===== src/rtl/regfile_scoreboard.sv =====
// Two-read / one-write register file with optional zero register, write-to-read
// bypass and a per-register busy scoreboard for read-after-write hazard detection.
module regfile_scoreboard #(
    parameter int WIDTH     = 32,
    parameter int ADDR_BITS = 5,
    parameter int ZERO_REG  = 1,
    parameter int BYPASS    = 1
) (
    input  logic                 clock,
    input  logic                 reset,
    input  logic [ADDR_BITS-1:0] rs,
    input  logic [ADDR_BITS-1:0] rt,
    output logic [WIDTH-1:0]     saidaA,
    output logic [WIDTH-1:0]     saidaB,
    input  logic                 wr,
    input  logic [ADDR_BITS-1:0] controle,
    input  logic [WIDTH-1:0]     entrada,
    input  logic                 mark,
    input  logic [ADDR_BITS-1:0] mark_addr,
    output logic                 busyA,
    output logic                 busyB,
    output logic                 hazard
);
    localparam int DEPTH  = 2 ** ADDR_BITS;
    localparam int NUM_RD = 2;

    logic [WIDTH-1:0] r_regs [DEPTH];
    logic [DEPTH-1:0] r_busy;

    logic [NUM_RD-1:0][ADDR_BITS-1:0] w_raddr;
    logic [NUM_RD-1:0][WIDTH-1:0]     w_rdata;
    logic [NUM_RD-1:0]                w_rbusy;

    logic w_wr_ok;
    assign w_wr_ok = wr && !((ZERO_REG != 0) && (controle == '0));

    always_ff @(posedge clock) begin
        if (reset) begin
            for (int n = 0; n < DEPTH; n++) r_regs[n] <= '0;
            r_busy <= '0;
        end else begin
            if (w_wr_ok) r_regs[controle] <= entrada;
            // A mark in the same cycle as the clearing write wins: new producer pending.
            for (int n = 0; n < DEPTH; n++) begin
                if (mark && (mark_addr == ADDR_BITS'(n)))  r_busy[n] <= 1'b1;
                else if (wr && (controle == ADDR_BITS'(n))) r_busy[n] <= 1'b0;
            end
            if (ZERO_REG != 0) r_busy[0] <= 1'b0;
        end
    end

    assign w_raddr[0] = rs;
    assign w_raddr[1] = rt;

    for (genvar p = 0; p < NUM_RD; p++) begin : g_rd
        logic w_zero, w_fwd;
        assign w_zero     = (ZERO_REG != 0) && (w_raddr[p] == '0);
        assign w_fwd      = (BYPASS != 0) && wr && (controle == w_raddr[p]);
        assign w_rdata[p] = w_zero ? '0 : (w_fwd ? entrada : r_regs[w_raddr[p]]);
        // A forwarded value satisfies the pending write, so no stall this cycle.
        assign w_rbusy[p] = !w_zero && !w_fwd && r_busy[w_raddr[p]];
    end

    assign saidaA = w_rdata[0];
    assign saidaB = w_rdata[1];
    assign busyA  = w_rbusy[0];
    assign busyB  = w_rbusy[1];
    assign hazard = busyA | busyB;
endmodule


===== config.mk =====
export PLATFORM = sky130hd
export DESIGN_NAME = regfile_scoreboard
export DESIGN_NICKNAME = d
export VERILOG_FILES = /design/src/rtl/regfile_scoreboard.sv
export SDC_FILE = /design/constraint.sdc
export NUM_CORES = 2
export LEC_CHECK = 0
export ABC_AREA = 0
export BUFFER_PORTS_ARGS = -buffer_cell sky130_fd_sc_hd__buf_2
export CORE_MARGIN = 8
export CORE_UTILIZATION = 29
export DETAILED_ROUTE_END_ITERATION = 6
export PLACE_DENSITY = 0.52
export SLEW_MARGIN = 20
export SYNTH_ARGS = -nofsm -noshare
export SYNTH_HDL_FRONTEND = slang
export SYNTH_SLANG_ARGS = --single-unit

===== constraint.sdc =====
create_clock -name clock -period 2.95 [get_ports clock]
set_input_delay 0.1475 -clock clock [delete_from_list [all_inputs] [get_ports clock]]
set_output_delay 0.1475 -clock clock [all_outputs]
set_load 0.05 [all_outputs]

==> reports/qor.csv <==
metric,value,unit
status,finished clean,
pwr dens,558,nW/um2
"most common cell after layout, fill and taps aside",edfxtp_1,
share of post-route cells with drive strength above 1,30.0,%
CTS Buf Count,109,
"Max FO, Critical Path",2,
Cells after DPL,6599,
Total Wirelength,218,mm
post-route minimum period,2940,ps
critical path class,reg -> out,
"FF+latch count, synth",1055,
Routability Congestion,0.905,
Switch Pwr,10.1,mW
CTS tree,done,
synth warn,0,
Yosys top cell by area,edfxtp_1,
IO Count,123,
"Cell Chain, Critical Path",mux4_2 -> mux2_4 -> a2111oi_2 -> a211oi_1 -> buf_4 -> buf_12,
Worst-Margin Slew,1170,ps
largest net degree at the start of global routing,48,
RSZ-0062 raised after global routing,true,
Post-synth EDFFs,1024,
skew final,0,ps
"Power, Total",37.5,mW
Logic pwr share,15.9,%
Hold Path Class,in -> reg,
Min-Delay Startpoint,entrada[5],
CP startpoint kind,flop,
fmax,340,MHz
first-pass GRT wire length,302,mm
VDD IR max,0.443,mV
"top cells by area, synth","edfxtp_1 (54%), mux4_2 (19%), and2_1 (11%)",
"commonest non-fill, non-tap cells in the layout","edfxtp_1 (1024), and2_1 (995), mux4_2 (479)",
top-area cell type share of the netlist area,54.0,%
total number of vias,37400,
worst setup slack after layout,6.83,ps
vias per inst,5.48,
final setup violation count,0,
Worst path top cell family by delay,multiplexers,
iteration count of the initial detailed-routing pass,6,
final hold violation count,0,
clock latency on the worst-skew pair,720,ps
ANT nets after route,0,
sw frac,26.9,%
arrival time at the worst endpoint,2800,ps
leading register cell type out of synthesis,edfxtp_1,
total die area,211000,um2
drt initial violations,4459,
num rows,162,
root buf cell,clkbuf_16,
"slowest stage cell, crit path",mux4_2,
placeable core area,195000,um2
asr flop ratio synth,0,%
WHS Endpoint,r_regs[4][5]$_SDFFCE_PN0P_,
initial antenna violation count,20,
cell area after synthesis,56900,um2
RR Startpoint,r_busy[24]$_SDFFE_PP0P_,
R2R Path End,r_busy[24]$_SDFFE_PP0P_,
I/O Buffers,122,
Synth cell types,63,
Max Root-Sink Buffers,3,
R2R setup slack,1790,ps
non-filler cells in the finished layout,6827,
worst setup path start,r_regs[4][30]$_SDFFCE_PN0P_,
"Seq/Total Area, Yosys",55.1,%
routed length per instance,31.9,um
Critical Path RT,2800,ps
Area Growth Syn to Fin,18.2,%
GRT Total Usage,20.0,%
global route overflow,0,
Die X,459,um
Seq pwr share,47.1,%
Synth Instances,3894,
"Slew Viols, Final",0,
Mean Syn Cell Area,14.6,um2
Pint,27.5,mW
Initial Util,29.2,%
max-cap violation count,0,
fin crit share,99.8,%
H-tree depth,3,
buffer and inverter count on the worst path,2,
Critical Path Max Stage Delay,530,ps
clock slew at reported path FFs,70,ps
Post-Place Worst Slack,-21.4,ps
headroom to the max-slew limit,21.6,%
DRC Markers,0,
R2R depth,3,
Clk pwr share,37.1,%
vias in the first global route,37600,
Static Leak,22.9,nW
nets,4156,
WHS Path Cells,2,
Sink Count,1055,
die height,459,um
DP Wirelength,144,mm
Crit. End Element,output pin,
sequential cells by signal (all words and copies together), names as in the netlist:
| name | cells |
|---|---|
| r_busy | 31 |
| r_regs | 1024 |
per-stage QoR:
stage	TNS, ps	utilization [%]	hold WS [ps]	area, um2
CTS	-5.43	34.5	26.0	67200
floorplan	0	-	302	57100
global route	-44.2	34.5	73.5	67300
global placement	-49.8	32.5	463	63300
detailed placement	-21.4	32.5	457	63400
finish	0	34.5	89.8	67300
synthesized netlist by cell type (all sizes together) (26+ instances only):
cell type and n:
mux4 479, dfxtp 31, a22oi 75, nor2 85, mux2i 104, nor3 26
nand2 91, edfxtp 1024, a211oi 59, a21oi 29, clkbuf 271, and2 996
o22ai 87, nand3 34, nor2b 51, buf 147, o21ai 41, o41ai 32
power groups by stage:
stage,Sequential (mW),Combinational [mW],Clock (mW)
2_1_floorplan,17.8,3.30,0
6_report,17.7,5.97,13.9
5_1_grt,17.7,6.12,14.6
3_3_place_gp,17.9,5.85,0
3_5_place_dp,18.0,5.85,0
4_1_cts,17.6,5.93,14.0
area by class of cell:
type,count,area [um2]
clock buffer,132,2900
timing repair buffer,482,4820
multi-input combinational,2436,24200
inverter,16,60.1
fill,18800,128000
tap,2624,3280
antenna,16,40.0
sequential,1055,31400
clock inverter,66,557
logic make-up after synthesis:
family	count (synthesis)	synth area share (%)
and+or+nand+nor	1362	14.2
DFF	1055	55.1
muxes	603	21.2
buffers and inverters	434	3.62
AOI/OAI and AO/OA	432	5.80
xor gates and xnor gates	7	0.108
other	1	0.00659
worst max path at each step:
stage,slack [ps],endpoint,depth (start not counted)
global route,-40,saidaA[30],6
detailed placement,-20,saidaB[14],8
global placement,-20,saidaB[14],8
finish,7,saidaA[30],6
floorplan,250,r_regs[23][0]$_SDFFCE_PN0P_,4
CTS,-5,saidaA[30],6
routing by layer:
layer | up-vias | part of all wire (%) | GRT usage (%)
met5 | - | 0 | 0
met4 | 0 | 4.7 | 8.47
met3 | 424 | 8.1 | 3.35
met2 | 1945 | 48 | 33.1
met1 | 19600 | 39 | 26.0
li1 | 15400 | - | -
what timing repair did:
item,in CTS,in global routing
endpoints found under the setup margin,21,5
hold buffers,14,0
setup buffers,0,1
hold endpoints to repair,52,0
resized for setup,41,4
pin swaps,3,0
No activity file was read; power rests on OpenSTA's default activity.
